==> src/rtl/lpc_synth.sv <==
// lpc_synth: frame-driven LPC speech synthesizer.
// Builds one excitation value per requested sample (a pitch impulse train
// or LFSR noise) and filters it through a 10th-order all-pole direct-form
// IIR using one serial multiply-accumulate, producing one 16-bit sample.
// Ports:
//   clk, rst            clock, synchronous active-high reset
//   A1..A10             signed Q3.12 predictor coefficients (a0 is 1.0)
//   voiced, freq_count  excitation mode, pitch period in samples
//   frame_valid/ready   frame load handshake (ready = not busy)
//   sample_req          one-cycle request for a new sample
//   y, y_valid          signed sample and its one-cycle strobe
//   busy, overrun       computation in progress, sticky dropped-request flag
module lpc_synth #(
  parameter int          COEF_FRAC = 12,
  parameter int          GAIN_V    = 8192,
  parameter int          GAIN_UV   = 2048,
  parameter logic [15:0] LFSR_SEED = 16'hACE1
) (
  input  logic               clk,
  input  logic               rst,
  input  logic signed [15:0] A1,
  input  logic signed [15:0] A2,
  input  logic signed [15:0] A3,
  input  logic signed [15:0] A4,
  input  logic signed [15:0] A5,
  input  logic signed [15:0] A6,
  input  logic signed [15:0] A7,
  input  logic signed [15:0] A8,
  input  logic signed [15:0] A9,
  input  logic signed [15:0] A10,
  input  logic               voiced,
  input  logic [15:0]        freq_count,
  input  logic               frame_valid,
  output logic               frame_ready,
  input  logic               sample_req,
  output logic signed [15:0] y,
  output logic               y_valid,
  output logic               busy,
  output logic               overrun
);

  typedef enum logic [1:0] {S_IDLE, S_EXC, S_MAC, S_OUT} state_t;

  state_t             r_state, w_next;
  logic signed [15:0] r_a [10];
  logic signed [15:0] r_h [10];   // r_h[k-1] holds y[n-k]
  logic               r_voiced;
  logic [15:0]        r_period;
  logic [15:0]        r_pc;
  logic [15:0]        r_lfsr;
  logic signed [35:0] r_acc;
  logic [3:0]         r_k;
  logic signed [15:0] r_y;
  logic               r_y_valid;
  logic               r_overrun;

  logic signed [15:0] w_a_in [10];
  logic               w_busy, w_load;
  logic signed [15:0] w_e;
  logic [15:0]        w_period_eff;
  logic [16:0]        w_pc_inc;
  logic [15:0]        w_pc_next;
  logic signed [31:0] w_prod;
  logic signed [35:0] w_shift;
  logic signed [15:0] w_sat;

  assign w_a_in[0] = A1;
  assign w_a_in[1] = A2;
  assign w_a_in[2] = A3;
  assign w_a_in[3] = A4;
  assign w_a_in[4] = A5;
  assign w_a_in[5] = A6;
  assign w_a_in[6] = A7;
  assign w_a_in[7] = A8;
  assign w_a_in[8] = A9;
  assign w_a_in[9] = A10;

  assign w_busy      = (r_state != S_IDLE);
  assign w_load      = frame_valid && !w_busy;
  assign busy        = w_busy;
  assign frame_ready = !w_busy;
  assign y           = r_y;
  assign y_valid     = r_y_valid;
  assign overrun     = r_overrun;

  // Periods 0 and 1 both mean "impulse every sample".
  assign w_period_eff = (r_period <= 16'd1) ? 16'd1 : r_period;
  assign w_pc_inc     = {1'b0, r_pc} + 17'd1;
  assign w_pc_next    = (w_pc_inc >= {1'b0, w_period_eff}) ? 16'd0 : w_pc_inc[15:0];

  always_comb begin
    w_e = '0;
    if (r_voiced) begin
      if (r_pc == 16'd0) w_e = 16'(GAIN_V);
    end else begin
      w_e = r_lfsr[0] ? 16'(GAIN_UV) : 16'(-GAIN_UV);
    end
  end

  assign w_prod  = r_a[r_k] * r_h[r_k];
  assign w_shift = r_acc >>> COEF_FRAC;

  always_comb begin
    w_sat = w_shift[15:0];
    if (w_shift > 36'sd32767)       w_sat = 16'sh7FFF;
    else if (w_shift < -36'sd32768) w_sat = 16'sh8000;
  end

  always_ff @(posedge clk) begin
    if (rst) r_state <= S_IDLE;
    else     r_state <= w_next;
  end

  always_comb begin
    w_next = r_state;
    case (r_state)
      S_IDLE: if (sample_req) w_next = S_EXC;
      S_EXC:  w_next = S_MAC;
      S_MAC:  if (r_k == 4'd9) w_next = S_OUT;
      S_OUT:  w_next = S_IDLE;
      default: w_next = S_IDLE;
    endcase
  end

  always_ff @(posedge clk) begin
    if (rst) begin
      for (int i = 0; i < 10; i++) begin
        r_a[i] <= '0;
        r_h[i] <= '0;
      end
      r_voiced  <= 1'b0;
      r_period  <= '0;
      r_pc      <= '0;
      r_lfsr    <= LFSR_SEED;
      r_acc     <= '0;
      r_k       <= '0;
      r_y       <= '0;
      r_y_valid <= 1'b0;
      r_overrun <= 1'b0;
    end else begin
      r_y_valid <= 1'b0;
      if (w_load) begin
        for (int i = 0; i < 10; i++) r_a[i] <= w_a_in[i];
        r_voiced  <= voiced;
        r_period  <= freq_count;
        r_overrun <= 1'b0;
        // Only an unvoiced->voiced switch restarts the pitch phase.
        if (voiced && !r_voiced) r_pc <= '0;
      end
      if (sample_req && w_busy) r_overrun <= 1'b1;
      case (r_state)
        S_EXC: begin
          if (r_voiced) r_pc   <= w_pc_next;
          else          r_lfsr <= {r_lfsr[14:0], r_lfsr[15] ^ r_lfsr[13] ^ r_lfsr[12] ^ r_lfsr[10]};
          r_acc <= {{20{w_e[15]}}, w_e} <<< COEF_FRAC;
          r_k   <= '0;
        end
        S_MAC: begin
          r_acc <= r_acc - {{4{w_prod[31]}}, w_prod};
          r_k   <= r_k + 4'd1;
        end
        S_OUT: begin
          r_y       <= w_sat;
          r_y_valid <= 1'b1;
          for (int i = 9; i > 0; i--) r_h[i] <= r_h[i-1];
          r_h[0] <= w_sat;
        end
        default: ;
      endcase
    end
  end

endmodule

==> config.mk <==
export PLATFORM = sky130hd
export DESIGN_NAME = lpc_synth
export DESIGN_NICKNAME = d
export VERILOG_FILES = /design/src/rtl/lpc_synth.sv
export SDC_FILE = /design/constraint.sdc
export NUM_CORES = 1
export LEC_CHECK = 0
export ABC_CLOCK_PERIOD_IN_PS = 18690
export BUFFER_PORTS_ARGS = -buffer_cell sky130_fd_sc_hd__buf_2
export CAP_MARGIN = 25
export CELL_PAD_IN_SITES_DETAIL_PLACEMENT = 0
export CELL_PAD_IN_SITES_GLOBAL_PLACEMENT = 1
export CORE_MARGIN = 5
export CORE_UTILIZATION = 54
export DETAILED_ROUTE_END_ITERATION = 16
export GPL_ROUTABILITY_DRIVEN = 0
export PLACE_DENSITY = 0.88
export SYNTH_ARGS = -nofsm -noshare
export SYNTH_HDL_FRONTEND = slang
export SYNTH_SLANG_ARGS = --single-unit
==> constraint.sdc <==
create_clock -name clk -period 18.69 [get_ports clk]
set_clock_uncertainty 0.2 [all_clocks]
set_input_delay 0.9345 -clock clk [delete_from_list [all_inputs] [get_ports clk]]
set_output_delay 0.9345 -clock clk [all_outputs]
set_load 0.02 [all_outputs]
## Yosys cells after proc, flatten, opt, wreduce, memory -nomap -nowiden

Memory sizes are Yosys's and may differ from the RTL's. A register that Yosys moved wholly into a read port is not among the register bits.
Index checks and enable logic that the tools add are counted.

- Logic and storage cells: 112
- Memories: 2
- Flip-flop bits (word level): 109
- Memory bits (writable): 320
- Output and inout port bits: 20
- Input bits: 181

- Bitwise operators: 24
- Multipliers: 1
- Reduce and logical (&&, ||, !) cells: 12
- Multiplexer cells: 50
- $add $sub $neg: 3
- Magnitude comparators: 4
- Equal/unequal tests: 6

Memories:

| memory | words | width | read ports | clocked after memory_dff | wr ports | line | source |
|---|---|---|---|---|---|---|---|
| r_a | 10 | 16 | 1 | 1 | 10 | 45 | `logic signed [15:0] r_a [10];` |
| r_h | 10 | 16 | 10 | 1 | 10 | 46 | `logic signed [15:0] r_h [10];` |

Operator list:

| operator | count |
|---|---|
| 2-to-1 mux 16 bit | 30 |
| one-hot mux 36 bit (2 select lines) | 1 |
| subtractor 36 bit | 1 |
| multiplier 16 x 16 -> 32 bit | 1 |
| greater-than comparator 24 x 16 -> 1 bit (second input constant) | 1 |
| less-than comparator 24 x 16 -> 1 bit (second input constant) | 1 |
| bitwise OR 1 bit | 20 |
| adder 16 x 1 -> 17 bit (second input constant) | 1 |
| >= comparator 17 x 16 -> 1 bit | 1 |
| <= comparator 16 x 1 -> 1 bit (second input constant) | 1 |
| logical NOT 16 bit | 1 |
| 2-to-1 mux 4 bit | 4 |
| 2-to-1 mux 14 bit | 1 |
| 2-to-1 mux 1 bit | 10 |
| one-hot mux 2 bit (4 select lines) | 1 |
| one-hot mux 4 bit (2 select lines) | 1 |
| nonzero test 2 bit | 3 |
| adder 4 x 1 -> 4 bit (second input constant) | 1 |
| == test 2 bit (second input constant) | 2 |
| == test 4 bit (second input constant) | 1 |
| 2-to-1 mux 2 bit | 2 |
| inequality test 2 bit (second input constant) | 2 |
| AND reduction 2 bit | 2 |
| logical AND 1 bit | 3 |
| 5 further kinds | 8 |

## Logic depth before layout (Yosys ltp)

- Depth in word-level cells: 7
- Mapped depth: 41
- Depth with buffers taken out: 36

## Worst setup path after synthesis

Ideal clock, no wire load.

- Kind: reg-to-reg
- Start: register (tool-made name)
- End: register r_acc[33]
- Path buffers: 3
- Arrival: 9329 ps
- Stages on the path, launching flop included: 37
- Library setup time: 134 ps
- Slack: 9027 ps
- Clock period less this slack: 9663 ps
- Data required time: 18356 ps
- Cells stage by stage: dfxtp_1 > buf_2 > buf_2 > buf_2 > mux4_2 > mux2_2 > o21ai_1 > nor2_1 > fa_1 > inv_1 > fa_1 > fa_1 > inv_1 > fa_1 > fa_1 > inv_1 > fa_1 > inv_1 > ha_1 > o21a_1 > o21a_1 > or2_2 > a21boi_0 > a21o_1 > a21o_1 > a21oi_1 > o21bai_1 > xnor2_1 > ha_1 > o21ai_0 > or3_1 > o21ai_1 > o211ai_1 > a21oi_1 > mux2i_1 > mux2i_1 > nor4_2

RTL lines:

| item | line | source |
|---|---|---|
| to (signal assigned) | 155 | `r_acc <= {{20{w_e[15]}}, w_e} <<< COEF_FRAC;` |
| to (signal assigned) | 159 | `r_acc <= r_acc - {{4{w_prod[31]}}, w_prod};` |
| to (decl) | 51 | `logic signed [35:0] r_acc;` |

==> flow_metrics.py <==
metrics = {
    "worst_setup_path": {
        "cp_slowest_cell": "dfxtp_4",
        "cp.depth": 35,
        "cp.arrival_ns": 11.72,
        "crit_buf_inv": 6,
        "startpoint_type": "register",
        "worstSetupEndpointType": "register",
        "crit_top_cell": "fa_1",
        "crit_path_max_incr_delay_ns": 0.97,
        "regToRegSetupSlack_ns": 7.21,
        "worstReg2RegEnd": "r_acc[33]",
        "crit_family": "adder cells",
        "cp_max_fo": 49,
        "path_class": "reg -> reg",
        "required_ns": 18.93,
        "reg2reg_depth": 35,
    },
    "final_layout": {
        "area_growth_pct": 11.6,
        "final_cell_mix": "inv_1, edfxtp_1, and2_1",
        "mostFrequentLayoutCell": "inv_1",
        "drive_above_1_share": 0.146,
        "nNetsFinal": 3572,
        "fill_cells": 4562,
    },
    "timing": {
        "rsz0062_at_grt": "no",
        "min_period_ns": 11.48,
        "fmax_mhz": 87.1,
        "maxSlewViolCount": 0,
        "setup_viol": 0,
        "tightest_slew_ns": 1.09,
        "slew_headroom": 0.266,
        "setup-tns-final_ns": 0,
        "hold_viol": 0,
        "period_share": 0.614,
    },
    "die": {
        "rows": 87,
        "start_util": 0.544,
        "die_height_microns": 248,
        "ioPinCount": 201,
        "die_w_microns": 248,
        "die_area_sq_um": 61500,
        "core_area_sq_um": 56300,
    },
    "routing": {
        "totalWireLength_mm": 71.2,
        "wire_per_inst_microns": 18.8,
        "viasPerCell": 5.52,
        "drtIter0Drc": 1506,
        "first_pass_iters": 5,
        "drtAntennaViolNets": 0,
        "vias": 20900,
        "drc": 0,
    },
    "yosys": {
        "ys.flop_type": "edfxtp_1",
        "synth_fp_nets": 3400,
        "synth_area_sq_um": 30600,
        "synth_edf_count": 320,
        "synth-seq-cells": 433,
        "netlist_instances": 2819,
        "seq_area_frac_synth": 0.388,
        "synth_warnings": 0,
        "async_reset_ff_frac": 0,
        "avgSynthCellArea_sq_um": 10.9,
        "ys_types": 82,
    },
    "clocking": {
        "cts_tree": "built",
        "clock_sinks": 433,
        "cts_resized": 0,
        "cts_hold_buf": 0,
        "path_clk_slew_ns": 0.06,
        "root_buffer": "clkbuf_16",
        "clk_latency_ns": 0.60,
        "h-tree-depth": 2,
        "numCtsBuffers": 47,
        "cts_setup_buffers": 0,
        "clock_path_buffers": 3,
    },
    "min_path": {
        "worst_hold_path.endpoint": "y[14]",
        "hp-start": "y[14]",
        "min_path_cells": 1,
        "hp-class": "reg -> reg",
    },
    "global_route": {
        "grt_usage": 0.239,
        "grt_pass1_wl_mm": 116,
        "grt_max_degree": 147,
        "first_global_vias": 22300,
        "grt_overflow": 0,
        "antenna_found_initial": 8,
    },
    "placed_design": {
        "dp_hpwl_mm": 52.8,
        "portBuffers": 200,
    },
    "run_status": {
        "outcome": "finished, final reports clean",
    },
    "flow_run": {
        "drv_cap": 0,
    },
}
[flip-flops by register name, indices dropped and copies added, names as in the netlist, named ones only]
register  flops
r_a         160
r_period     16
r_pc         16
r_state       2
r_k           4
r_lfsr       16
r_acc        36
overrun       1
y_valid       1
r_voiced      1
y            16
r_h         160
[cells by family (layout without fill, tap and decap cells)]
kind of cell             count (synthesis)  after routing  synth area share
buffers and inverters                  496            706            0.0624
AND/OR/NAND/NOR                        935            935             0.155
multiplexers                           123            123            0.0673
adder cells (fa/ha/maj)                400            400             0.228
flip-flops                             433            433             0.388
AO/OA/AOI/OAI                          356            356            0.0777
XOR/XNOR                                76             76            0.0218
other                                    0              9                 0
[worst max path at each step]
stage / slack, ns / start / to
after floorplan: 9.03 / register / r_acc[33]
after global placement: 6.95 / register / r_acc[33]
after detailed placement: 6.89 / register / r_acc[33]
after CTS: 6.87 / register / r_acc[33]
after global routing: 6.41 / register / r_acc[35]
final: 7.21 / register / r_acc[33]
[through the flow]
step	area (sq um)	setup WS (ns)	instances	hold WS (ns)	util
detailed placement	32400	6.89	3694	0.236	0.576
CTS	34100	6.87	3781	0.253	0.605
finish	34100	7.21	3794	0.251	0.607
global route	34100	6.41	3794	0.260	0.607
floorplan	30600	9.03	2819	0.232	-
global placement	32400	6.95	3691	0.231	0.575
[Yosys cell counts (all sizes together) (8+ instances only)]
cell    instances  area share
and3           16      0.0038
nand3          26      0.0047
inv           378       0.046
mux2           23      0.0085
nand2b         28      0.0057
and2          314       0.064
a21oi          96       0.016
dfxtp         113       0.074
nor4            9      0.0020
nor2          244       0.030
ha            137       0.056
nand4           8      0.0016
fa            263        0.17
mux4           64       0.047
mux2i          36       0.012
a31oi          15      0.0031
xor2           37       0.011
nor2b          26      0.0056
nor3           19      0.0036
o21a           29      0.0071
a22oi          15      0.0037
a21o           46       0.011
o21ai          71       0.012
a211oi         14      0.0034
or3             9      0.0018
or2            10      0.0020
xnor2          39       0.011
nand2         213       0.026
edfxtp        320        0.31
clkbuf         91       0.011
buf            26      0.0047
[routing by layer]
metal | part of all wire | up-vias | GRT usage
li1 | - | 9742 | -
met1 | 0.40 | 10400 | 0.310
met2 | 0.49 | 684 | 0.397
met3 | 0.066 | 150 | 0.0439
met4 | 0.043 | 0 | 0.102
met5 | 0 | - | 0
[final cells by class]
type	count	area, sq um	share of cell area
clock buffers	63	1310	0.0383
inverters	379	1430	0.0420
well taps	756	946	0.0277
repair buffers	240	1340	0.0392
multi-input cells	1890	16900	0.494
flip-flops and latches	433	11900	0.348
clock inverters	24	362	0.0106
diodes	9	22.5	0.000660
Power is left out: the tool's default activity adds up to more than one toggle a clock period on the data nets, which glitch-free logic cannot reach.
